### src/rtl/regfile_wb_arbiter.sv
`default_nettype none
// ============================================================================
// Module      : regfile_wb_arbiter
// Description : Writeback stage in front of the integer register file.
//               Buffers results from NR_SRC functional units in per-source
//               FIFOs and retires up to NR_WRITE_PORTS of them per cycle
//               with round-robin arbitration. Two ports never target the
//               same register in one cycle.
// Revision    : 1.0 - initial release
// ============================================================================
module regfile_wb_arbiter #(
    parameter int DATA_WIDTH     = 64,
    parameter int NR_SRC         = 4,
    parameter int NR_WRITE_PORTS = 2,
    parameter int FIFO_DEPTH     = 2,
    parameter bit ZERO_REG_ZERO  = 1'b1
) (
    input  logic                                      clk_i,
    input  logic                                      rst_ni,
    input  logic                                      stall_i,
    input  logic [NR_SRC-1:0]                         src_valid_i,
    output logic [NR_SRC-1:0]                         src_ready_o,
    input  logic [NR_SRC-1:0][4:0]                    src_addr_i,
    input  logic [NR_SRC-1:0][DATA_WIDTH-1:0]         src_data_i,
    output logic [NR_WRITE_PORTS-1:0]                 we_o,
    output logic [NR_WRITE_PORTS-1:0][4:0]            waddr_o,
    output logic [NR_WRITE_PORTS-1:0][DATA_WIDTH-1:0] wdata_o,
    output logic [31:0]                               pending_o,
    output logic                                      busy_o
);

    localparam int c_src_w = (NR_SRC > 1) ? $clog2(NR_SRC) : 1;
    localparam int c_ptr_w = (FIFO_DEPTH > 1) ? $clog2(FIFO_DEPTH) : 1;
    localparam int c_cnt_w = $clog2(FIFO_DEPTH + 1);
    localparam int c_gnt_w = $clog2(NR_WRITE_PORTS + 1);

    localparam logic [c_cnt_w-1:0] c_depth    = c_cnt_w'(FIFO_DEPTH);
    localparam logic [c_ptr_w-1:0] c_last_ptr = c_ptr_w'(FIFO_DEPTH - 1);
    localparam logic [c_gnt_w-1:0] c_nr_ports = c_gnt_w'(NR_WRITE_PORTS);
    localparam logic [c_src_w:0]   c_nr_src   = (c_src_w + 1)'(NR_SRC);
    localparam logic [c_src_w-1:0] c_last_src = c_src_w'(NR_SRC - 1);

    // Per-source FIFO views
    logic [NR_SRC-1:0]                 w_push;
    logic [NR_SRC-1:0]                 w_pop;
    logic [NR_SRC-1:0]                 w_nonempty;
    logic [NR_SRC-1:0][4:0]            w_head_addr;
    logic [NR_SRC-1:0][DATA_WIDTH-1:0] w_head_data;
    logic [NR_SRC-1:0][31:0]           w_src_pend;

    // Arbitration results
    logic [NR_WRITE_PORTS-1:0]                 w_gnt_vld;
    logic [NR_WRITE_PORTS-1:0][4:0]            w_gnt_addr;
    logic [NR_WRITE_PORTS-1:0][DATA_WIDTH-1:0] w_gnt_data;
    logic [c_gnt_w-1:0]                        w_ngnt;
    logic [c_src_w-1:0]                        w_last_src;
    logic [c_src_w:0]                          w_scan;
    logic [c_src_w-1:0]                        w_idx;
    logic                                      w_hit;

    logic [c_src_w-1:0] r_rr;

    for (genvar s = 0; s < NR_SRC; s++) begin : g_src
        logic [4:0]            r_addr [FIFO_DEPTH];
        logic [DATA_WIDTH-1:0] r_data [FIFO_DEPTH];
        logic [FIFO_DEPTH-1:0] r_vld;
        logic [c_ptr_w-1:0]    r_rd_ptr;
        logic [c_ptr_w-1:0]    r_wr_ptr;
        logic [c_cnt_w-1:0]    r_count;
        logic [31:0]           w_pend;

        // Ready depends only on occupancy, never on this cycle's pop
        assign src_ready_o[s] = rst_ni && (r_count != c_depth);
        assign w_push[s]      = src_valid_i[s] && src_ready_o[s];
        assign w_nonempty[s]  = (r_count != '0);
        assign w_head_addr[s] = r_addr[r_rd_ptr];
        assign w_head_data[s] = r_data[r_rd_ptr];
        assign w_src_pend[s]  = w_pend;

        // Pointer, occupancy and slot-valid bookkeeping
        always_ff @(posedge clk_i) begin
            if (!rst_ni) begin
                r_rd_ptr <= '0;
                r_wr_ptr <= '0;
                r_count  <= '0;
                r_vld    <= '0;
            end else begin
                if (w_push[s]) begin
                    r_wr_ptr        <= (r_wr_ptr == c_last_ptr) ? '0 : r_wr_ptr + 1'b1;
                    r_vld[r_wr_ptr] <= 1'b1;
                end
                if (w_pop[s]) begin
                    r_rd_ptr        <= (r_rd_ptr == c_last_ptr) ? '0 : r_rd_ptr + 1'b1;
                    r_vld[r_rd_ptr] <= 1'b0;
                end
                r_count <= r_count + c_cnt_w'(w_push[s]) - c_cnt_w'(w_pop[s]);
            end
        end

        // Payload storage; contents are qualified by r_vld so no reset needed
        always_ff @(posedge clk_i) begin
            if (w_push[s]) begin
                r_addr[r_wr_ptr] <= src_addr_i[s];
                r_data[r_wr_ptr] <= src_data_i[s];
            end
        end

        // Registers targeted by any buffered entry of this source
        always_comb begin
            w_pend = '0;
            for (int j = 0; j < FIFO_DEPTH; j++) begin
                if (r_vld[j]) begin
                    w_pend[r_addr[j]] = 1'b1;
                end
            end
        end
    end

    // Round-robin scan of FIFO heads, skipping same-register collisions
    always_comb begin
        w_pop      = '0;
        w_gnt_vld  = '0;
        w_gnt_addr = '0;
        w_gnt_data = '0;
        w_ngnt     = '0;
        w_last_src = '0;
        w_scan     = '0;
        w_idx      = '0;
        w_hit      = 1'b0;
        for (int i = 0; i < NR_SRC; i++) begin
            w_scan = {1'b0, r_rr} + (c_src_w + 1)'(i);
            if (w_scan >= c_nr_src) begin
                w_scan = w_scan - c_nr_src;
            end
            w_idx = w_scan[c_src_w-1:0];
            w_hit = 1'b0;
            for (int k = 0; k < NR_WRITE_PORTS; k++) begin
                if (w_gnt_vld[k] && (w_gnt_addr[k] == w_head_addr[w_idx])) begin
                    w_hit = 1'b1;
                end
            end
            if (rst_ni && !stall_i && w_nonempty[w_idx] && !w_hit && (w_ngnt < c_nr_ports)) begin
                w_pop[w_idx] = 1'b1;
                for (int k = 0; k < NR_WRITE_PORTS; k++) begin
                    if (c_gnt_w'(k) == w_ngnt) begin
                        w_gnt_vld[k]  = 1'b1;
                        w_gnt_addr[k] = w_head_addr[w_idx];
                        w_gnt_data[k] = w_head_data[w_idx];
                    end
                end
                w_ngnt     = w_ngnt + 1'b1;
                w_last_src = w_idx;
            end
        end
    end

    // Round-robin pointer moves past the last granted source
    always_ff @(posedge clk_i) begin
        if (!rst_ni) begin
            r_rr <= '0;
        end else if (w_ngnt != '0) begin
            r_rr <= (w_last_src == c_last_src) ? '0 : w_last_src + 1'b1;
        end
    end

    // A granted x0 write still consumes its port slot but is not enabled
    for (genvar k = 0; k < NR_WRITE_PORTS; k++) begin : g_port
        assign we_o[k] = w_gnt_vld[k] && !(ZERO_REG_ZERO && (w_gnt_addr[k] == 5'd0));
    end
    assign waddr_o = w_gnt_addr;
    assign wdata_o = w_gnt_data;

    // Pending scoreboard and busy flag, forced low during reset
    always_comb begin
        pending_o = '0;
        if (rst_ni) begin
            for (int s = 0; s < NR_SRC; s++) begin
                pending_o = pending_o | w_src_pend[s];
            end
        end
        if (ZERO_REG_ZERO) begin
            pending_o[0] = 1'b0;
        end
    end

    assign busy_o = rst_ni && (|w_nonempty);

endmodule
`default_nettype wire

### config.mk
export PLATFORM = sky130hd
export DESIGN_NAME = regfile_wb_arbiter
export DESIGN_NICKNAME = d
export VERILOG_FILES = /design/src/rtl/regfile_wb_arbiter.sv
export SDC_FILE = /design/constraint.sdc
export NUM_CORES = 1
export LEC_CHECK = 0
export ABC_AREA = 1
export CAP_MARGIN = 20
export CORE_ASPECT_RATIO = 1.25
export CORE_MARGIN = 5
export CORE_UTILIZATION = 40
export CTS_CLUSTER_SIZE = 25
export DETAILED_ROUTE_END_ITERATION = 8
export PLACE_DENSITY = 0.62
export SKIP_LAST_GASP = 1
export SLEW_MARGIN = 20
export SYNTH_ARGS = -nofsm -noshare
export SYNTH_HDL_FRONTEND = slang
export SYNTH_SLANG_ARGS = --single-unit
### constraint.sdc
create_clock -name clk_i -period 6.8 [get_ports clk_i]
set_clock_uncertainty 0.05 [all_clocks]
set_input_delay 1.36 -clock clk_i [delete_from_list [all_inputs] [get_ports clk_i]]
set_output_delay 1.36 -clock clk_i [all_outputs]
set_load 0.005 [all_outputs]
Word-level counts from Yosys, hierarchy flattened
Memory sizes are Yosys's and may differ from the RTL's. A register that Yosys moved wholly into a read port is not among the register bits.
Index checks and enable logic that the tools add are counted.
{ "totals": {"in_bits": 283, "ff_bits": 26, "mem_bits_rw": 552, "wordCells": 367, "out_inout_bits": 177, "memories": 8} }
{ "classes": {"reduce_logical": 64, "n_addsub": 27, "bitwise": 22, "magnitude_cmp": 47, "n_eq_ne": 13, "mux": 169} }
{ "memory_table": {"columns": ["name", "words", "width", "rd", "rd_ports_with_merged_regs", "wr", "line_no", "text"], "rows": [
  ["g_src[0].r_data", 2, 64, 1, 1, 1, "65", "logic [DATA_WIDTH-1:0] r_data [FIFO_DEPTH];"],
  ["g_src[1].r_data", 2, 64, 1, 1, 1, "65", null],
  ["g_src[2].r_data", 2, 64, 1, 1, 1, "65", null],
  ["g_src[3].r_data", 2, 64, 1, 1, 1, "65", null],
  ["g_src[0].r_addr", 2, 5, 3, 1, 1, "64", "logic [4:0] r_addr [FIFO_DEPTH];"],
  ["g_src[1].r_addr", 2, 5, 3, 1, 1, "64", null],
  ["2 more memories", null, null, null, null, null, null, null]
]} }
{ "op_table": {"columns": ["cell", "n"], "rows": [
  ["$mux W64", 11],
  ["$bmux W64 S2", 4],
  ["$mux W128", 3],
  ["$mux W32", 9],
  ["$or A32 B32 Y32", 7],
  ["$mux W1", 69],
  ["$mux W5", 11],
  ["$mux W2", 27],
  ["$lt A5 B6 Y1 const B", 8],
  ["$logic_and A1 B1 Y1", 47],
  ["$bmux W5 S2", 4],
  ["$demux W1 S5", 8],
  ["$ge A5 B1 Y1 const B", 8],
  ["$mux W10", 3],
  ["$eq A5 B5 Y1", 5],
  ["$lt A1 B2 Y1 const B", 8],
  ["$mux W4", 4],
  ["$lt A2 B3 Y1 const B", 4],
  ["$or A4 B4 Y4", 3],
  ["$logic_not A5 Y1", 2],
  ["$reduce_bool A2 Y1", 5],
  ["$ge A3 B3 Y1 const B", 3],
  ["$add A1 B1 Y1 const B", 8],
  ["$add A2 B1 Y2", 4],
  ["other kinds (21)", 77]
]} }

Longest topological paths before layout
Gate-level depths: netlist (run 1).
{ "depth": {"ltp_word": 32, "mapped_depth": 42, "depth_no_buf": 37} }

Worst setup path before layout (run 1)
No wires, ideal clock.
{ "synth_timing": {"kind": "register to output", "from": "register r_rr[1]", "to": "output port we_o[1]", "t_required_ps": 5390, "stages_incl_launch_ff": 39, "arrival_time_ps": 5872, "path_slack_ps": -482, "n_path_buf": 9, "path_cell_list": "dfxtp_1 inv_1 buf_2 clkbuf_1 clkbuf_1 clkbuf_1 clkbuf_1 ha_1 clkbuf_1 nand3_1 nand2_1 xor2_1 nand2_1 nor2_1 nand3b_1 nand2_1 inv_2 clkbuf_1 [3 not listed] nand3_1 a21oi_1 nand2_2 buf_2 nor2_4 clkinv_1 nand2_1 inv_1 ha_1 clkinv_1 nand3_1 o21ai_0 nand3_1 nand2_1 nor2_1 nand3_1 nand2_1 inv_1"} }
{ "synth_lines": {"columns": ["element", "line_no", "text"], "rows": [
  ["start, declared", "61", "logic [c_src_w-1:0] r_rr;"],
  ["start signal, assigned", "162", "r_rr <= (w_last_src == c_last_src) ? '0 : w_last_src + 1'b1;"],
  ["end, declared", "25", "output logic [NR_WRITE_PORTS-1:0] we_o,"]
]} }

==> flow_metrics.py, run 1 <==
metrics = {
    "floorplan": {
        "ioPinCount": 460,
        "rows": 120,
        "start_util_pct": 40.1,
        "core_mm2": 0.0853,
        "die_area_mm2": 0.0915,
        "dieWidth_um": 271,
        "die_h_um": 337,
    },
    "run": {
        "maxCapViolCount": 0,
    },
    "yosys": {
        "async_reset_ff_share_pct": 0,
        "synth_area_mm2": 0.0342,
        "netlist.top_cell.by_area": "edfxtp_1",
        "synth_common_cells": "nand2_1 (1510), edfxtp_1 (552), o21ai_0 (533)",
        "seq_area_frac_synth_pct": 50.2,
        "ys_types": 52,
        "yosysTopAreaCellShare_pct": 48.5,
        "yosys_warnings": 0,
        "synth_flop_cell": "edfxtp_1",
        "synth-seq-cells": 582,
        "yosysMostFrequentCell": "nand2_1",
        "synthTopCellsByArea": "edfxtp_1 (48%), nand2_1 (17%), o21ai_0 (7.8%), inv_1 (3.9%), nand3_1 (3.7%)",
        "postSynthCellCount": 4236,
        "syn_avg_cell_area_um2": 8.07,
        "synth_edf_count": 552,
        "syn_nets": 4533,
    },
    "setup_path": {
        "path_delay_family": "buffers and inverters",
        "startpoint_type": "input pin",
        "cpMaxStageDelayCell": "clkdlybuf4s50_1",
        "cp_num_cells": 29,
        "setup.worst_path.class": "in2out",
        "cp_slowest_stage_delay_ns": 0.51,
        "critical_path.endpoint_type": "output port",
        "critPathBufInv": 11,
        "critPathArrivalTime_ns": 5.34,
        "crit_path_max_fanout": 7,
        "critPathRequiredTime_ns": 5.39,
        "reg2reg_depth": 33,
    },
    "final_layout": {
        "fin_area_mm2": 0.0438,
        "area_growth_pct": 28.0,
        "layout.cells.non_filler": 5887,
        "nets": 5030,
        "drive_above_1_share_pct": 9.89,
        "fill_cells": 8076,
    },
    "power_and_ir_drop": {
        "p_leak_nw": 18.0,
        "power.total_mw": 18.1,
        "pwr-share-comb_pct": 57.1,
        "p_seq_share_pct": 24.4,
        "power_density_mw_per_mm2": 414,
        "internal-power_mw": 9.51,
        "peakVddDrop_mv": 0.229,
        "power.share.clock_pct": 18.5,
        "p_switching_mw": 8.61,
        "switching_share_pct": 47.5,
    },
    "sta": {
        "finalSetupViolCount": 0,
        "slew_violations": 0,
        "rsz0062_at_grt": "true",
        "tns_ns": 0,
        "relSlewSlack_pct": 24.2,
        "finalCritPeriodShare_pct": 99.3,
        "fmax_mhz": 148,
        "final_hold_viol_count": 0,
        "period_needed_ns": 6.75,
        "tightest_slew_ns": 1.12,
    },
    "global_routing": {
        "grt_max_degree": 162,
        "grt_util_all_layers_pct": 33.6,
        "grt-ovfl-total": 0,
        "antenna_found_initial": 6,
        "first_global_vias": 31400,
        "grt_pass1_wl_um": 222000,
    },
    "clock_network": {
        "clkSinkCount": 582,
        "cts_root_buf": "clkbuf_16",
        "numCtsBuffers": 61,
        "htreeDepth": 2,
        "clk_path_buf_depth": 3,
        "cts_tree": "yes",
        "cts.reportedPaths.clkPinSlew_ns": 0.06,
        "hold_buffers": 0,
        "clock_latency_ns": 0.65,
    },
    "route": {
        "wirelength_um": 161000,
        "vias": 33300,
        "drt_iter0_markers": 3517,
        "drc": 0,
        "wl_per_cell_um": 27.4,
        "routed_via_density": 5.66,
        "antenna_left": 0,
        "dr.pass1.iters": 6,
    },
    "min_path": {
        "holdCritPathClass": "reg2reg",
        "min_path_cells": 2,
    },
    "placement": {
        "dp.cells": 5710,
        "hpwl_um": 118000,
        "place_area_mm2": 0.0408,
        "place_congestion": 1.03,
        "port_buffers": 458,
    },
    "outcome": {
        "status": "completed",
    },
}
## power groups by stage
stage               Sequential (mW)  Clock, mW  Combinational (mW)
floorplan                      4.45          0                5.20
global placement               4.51          0                9.79
detailed placement             4.51          0                9.76
CTS                            4.44       3.40                10.1
global route                   4.45       3.55                11.0
finish                         4.43       3.35                10.3
## kinds of logic after synthesis
logic type	count (synthesis)	share of synthesized area (%)
AO/OA/AOI/OAI	970	16.8
XOR/XNOR	9	0.231
adder cells (fa/ha/maj)	14	0.512
buffers and inverters	633	7.23
flip-flops	582	50.2
multiplexers	64	1.87
other	1	0.0110
AND/OR/NAND/NOR	1963	23.1
## state kept, by name (all words and copies together), names as in the netlist, named ones only
register / cells
g_src.r_addr: 40
g_src.r_count: 8
g_src.r_data: 512
g_src.r_rd_ptr: 4
g_src.r_vld: 8
g_src.r_wr_ptr: 4
r_rr: 2
## stage by stage
step | hold WS (ns) | setup slack (ns) | util [%]
floorplan | 0.396 | 0.0244 | -
global placement | 0.404 | -0.410 | 47.9
detailed placement | 0.410 | -0.492 | 47.9
CTS | 0.421 | -0.0121 | 50.8
global route | 0.442 | -0.206 | 51.3
finish | 0.423 | 0.0500 | 51.3
## final timing paths
check                         start                   to  slack [ns]
setup / recovery            stall_i          wdata_o[53]        0.05
hold / removal    g_src[1].r_rd_ptr    g_src[1].r_vld[0]        0.42
setup reg to reg            r_rr[0]  g_src[0].r_count[1]        1.81
hold reg to reg   g_src[1].r_rd_ptr    g_src[1].r_vld[0]        0.42
## worst min-delay path: stages, from the launching register on
cell and delay, ns:
dfxtp_1 0.30, inv_1 0.06, a21oi_1 0.06
## metal layers
metal	track usage [%]	vias up	wire length (µm)
met5	0	-	36
met4	23.3	6	14300
met3	6.13	413	13200
met2	57.2	1717	76600
met1	38.3	15700	57000
li1	-	15500	-
## timing repair
item                       4_1_cts  5_1_grt
buffers inserted                28       23
gates cloned                     9        4
resized for setup              160      175
setup endpoints to repair      140      139
pin swaps                       12       14
## layout by cell type (no fill, tap or decap), types with 8 or more instances in the layout
| master | Yosys | layout |
|---|---|---|
| nand2_1 | 1510 | 1502 |
| edfxtp_1 | 552 | 552 |
| o21ai_0 | 533 | 527 |
| inv_1 | 356 | 349 |
| clkdlybuf4s50_1 | 0 | 331 |
| nand3_1 | 254 | 248 |
| buf_4 | 14 | 199 |
| o211ai_1 | 121 | 121 |
| nor2_1 | 95 | 84 |
| nor3_1 | 75 | 70 |
| clkbuf_16 | 0 | 66 |
| o21a_1 | 61 | 61 |
| dlymetal6s2s_1 | 0 | 58 |
| mux2i_1 | 64 | 52 |
| o21ai_1 | 49 | 50 |
| a21oi_1 | 47 | 46 |
| o22ai_1 | 44 | 44 |
| o221ai_1 | 44 | 43 |
| dfxtp_1 | 30 | 24 |
| clkbuf_2 | 2 | 24 |
| buf_2 | 9 | 20 |
| a22oi_1 | 19 | 19 |
| dlygate4sd2_1 | 0 | 19 |
| buf_12 | 0 | 18 |
| clkinv_2 | 0 | 17 |
| ha_1 | 14 | 12 |
| nor2_4 | 2 | 11 |
| a31oi_1 | 11 | 11 |
| clkinv_1 | 3 | 11 |
| nand2_2 | 4 | 10 |
| clkbuf_1 | 209 | 10 |
| inv_2 | 8 | 9 |
| a221oi_1 | 8 | 8 |
| a211oi_1 | 8 | 8 |
## cell type report
cell class / instances / area [µm²] / area share, %
tap: 1098 / 1370 / 3.14
clock buffer: 72 / 1590 / 3.63
multi-input combinational: 3023 / 14900 / 34.1
timing repair buffer: 698 / 6840 / 15.6
inverter: 367 / 1410 / 3.23
clock inverter: 42 / 414 / 0.946
antenna: 5 / 12.5 / 0.0286
sequential: 582 / 17200 / 39.3
Power figures use the tool's default switching activity.
==> inputs of run 2 (changes only) <==
- CTS_CLUSTER_SIZE: 25 -> default
==> run 2 against run 1 <==
  * Setup slack improved by 0.021 ns
  * Register-to-register slack barely moved
  * Routed wire length about the same
  * Critical endpoint unchanged
  * Sequential cell count stayed put
  * Core utilization hardly changed
  * Clock-buffer cell count shrank 2
  * Fmax increased by 0.31%
  * Clock power about the same
  * Non-clock buffer count stayed put
  * Global-route usage hardly changed
==> flow_metrics.py, run 2 (same netlist as run 1, synthesis figures left out) <==
metrics = {
    "setup_path": {
        "endpoint": "wdata_o[53]",
        "critPathBufInv": 11,
        "crit_path_max_fanout": 7,
        "r2r_start": "r_rr[0]",
        "cp_num_cells": 29,
        "r2r_slack_ns": 1.81,
        "setup.worst_path.class": "in2out",
        "r2r_end": "g_src[0].r_count[1]",
        "cpMaxStageDelayCell": "clkdlybuf4s50_1",
        "reg2reg_depth": 32,
        "critPathArrivalTime_ns": 5.32,
        "critical_path.endpoint_type": "output port",
        "startpoint_type": "input pin",
        "startpoint": "stall_i",
        "path_delay_family": "buffers and inverters",
        "cp_slowest_stage_delay_ns": 0.51,
        "critPathRequiredTime_ns": 5.39,
    },
    "route": {
        "routed_via_density": 5.67,
        "wl_per_cell_um": 27.4,
        "vias": 33400,
        "drt_iter0_markers": 3443,
        "drc": 0,
        "dr.pass1.iters": 6,
        "wirelength_um": 161000,
        "antenna_left": 0,
    },
    "power_and_ir_drop": {
        "p_switching_mw": 8.62,
        "internal-power_mw": 9.51,
        "power.total_mw": 18.1,
        "p_seq_share_pct": 24.4,
        "switching_share_pct": 47.5,
        "pwr-share-comb_pct": 57.1,
        "power_density_mw_per_mm2": 414,
        "peakVddDrop_mv": 0.228,
        "power.share.clock_pct": 18.4,
        "p_leak_nw": 18.0,
    },
    "sta": {
        "layout_setup_ws_ns": 0.0707,
        "fmax_mhz": 149,
        "finalSetupViolCount": 0,
        "finalCritPeriodShare_pct": 99.0,
        "relSlewSlack_pct": 21.8,
        "rsz0062_at_grt": "true",
        "final_hold_viol_count": 0,
        "period_needed_ns": 6.73,
        "tightest_slew_ns": 1.17,
        "slew_violations": 0,
    },
    "floorplan": {
        "start_util_pct": 40.1,
        "rows": 120,
        "dieWidth_um": 271,
        "die_h_um": 337,
        "die_area_mm2": 0.0915,
        "ioPinCount": 460,
        "core_mm2": 0.0853,
    },
    "placement": {
        "dp.cells": 5710,
        "port_buffers": 458,
        "place_area_mm2": 0.0408,
        "post-place-ws_ns": -0.492,
        "place_congestion": 1.03,
        "hpwl_um": 118000,
    },
    "clock_network": {
        "clk_path_buf_depth": 3,
        "cts_root_buf": "clkbuf_16",
        "cts.reportedPaths.clkPinSlew_ns": 0.06,
        "numCtsBuffers": 61,
        "clkSinkCount": 582,
        "clock_latency_ns": 0.65,
        "htreeDepth": 2,
        "cts_tree": "yes",
    },
    "global_routing": {
        "grtUsageMet2_pct": 57.4,
        "met3_usage_pct": 6.06,
        "grt_pass1_wl_um": 222000,
        "grt_max_degree": 162,
        "met1_usage_pct": 38.4,
        "antenna_found_initial": 5,
        "busiest_layer": "met2",
        "grt-ovfl-total": 0,
        "grt_util_all_layers_pct": 33.6,
        "first_global_vias": 31300,
    },
    "final_layout": {
        "largestRegisters": "g_src.r_data (512), g_src.r_addr (40)",
        "fin_area_mm2": 0.0438,
        "largest_register_ffs": 512,
        "layout_commonest_cell": "nand2_1",
        "fill_cells": 8080,
        "regMostFlops": "g_src.r_data",
        "nets": 5030,
        "drive_above_1_share_pct": 9.89,
        "utilization_pct": 51.3,
        "final_cell_mix": "nand2_1 (1502), edfxtp_1 (552), o21ai_0 (527), inv_1 (349), clkdlybuf4s50_1 (331)",
        "area_growth_pct": 28.0,
        "layout.cells.non_filler": 5889,
    },
    "outcome": {
        "status": "completed",
    },
    "run": {
        "maxCapViolCount": 0,
    },
    "min_path": {
        "holdCritPathClass": "reg2reg",
    },
}
-- run 2: final cells by class --
cell class | count | area (µm²) | share of cell area [%]
tap | 1098 | 1370 | 3.14
sequential | 582 | 17200 | 39.3
clock buffer | 70 | 1580 | 3.61
clock inverter | 44 | 422 | 0.963
timing repair buffer | 698 | 6840 | 15.6
antenna | 7 | 17.5 | 0.0400
multi-input combinational | 3023 | 14900 | 34.1
inverter | 367 | 1410 | 3.22
-- run 2: metrics by stage --
stage	hold WS [ns]	TNS, ns
2_1_floorplan	0.396	0
4_1_cts	0.421	-0.0121
3_5_place_dp	0.410	-41.95
3_3_place_gp	0.404	-27.22
5_1_grt	0.442	-1.64
6_report	0.423	0
-- run 2: worst min-delay path by stage --
stage / startpoint / end / slack (ns) / depth (start not counted)
2_1_floorplan: g_src[0].r_rd_ptr / g_src[0].r_vld[0] / 0.40 / 2
3_3_place_gp: g_src[1].r_rd_ptr / g_src[1].r_vld[0] / 0.40 / 2
3_5_place_dp: g_src[1].r_rd_ptr / g_src[1].r_vld[0] / 0.41 / 2
4_1_cts: g_src[1].r_rd_ptr / g_src[1].r_vld[0] / 0.42 / 2
5_1_grt: g_src[2].r_rd_ptr / g_src[2].r_vld[0] / 0.44 / 2
6_report: g_src[1].r_rd_ptr / g_src[1].r_vld[0] / 0.42 / 2
-- run 2: power groups by stage --
stage / Combinational [mW] / Sequential [mW] / Clock, mW
after floorplan: 5.20 / 4.45 / 0
after global placement: 9.79 / 4.51 / 0
after detailed placement: 9.76 / 4.51 / 0
after CTS: 10.1 / 4.44 / 3.39
after global routing: 11.1 / 4.45 / 3.54
final: 10.4 / 4.43 / 3.34
-- run 2: worst reg2reg max path, delay by kind of cell, from the launching register on --
kind	cells	cell delay (ns)
xor gates and xnor gates	2	0.39
AOI/OAI and AO/OA	3	0.72
buffers and inverters	8	1.26
DFF	1	0.38
adders and majority gates	2	0.37
and+or+nand+nor	17	1.76
-- run 2: per-layer routing --
layer,part of all wire (%),up-vias
met2,48,1652
met5,0.014,-
met4,8.6,4
li1,-,15500
met3,8.1,393
met1,35,15800
-- run 2: repair_timing --
item                       CTS  global route
setup endpoints to repair  140           139
buffers inserted            28            23
gates cloned                 9             4
pin swaps                   12            14
hold buffers                 0             0
resized for setup          160           175
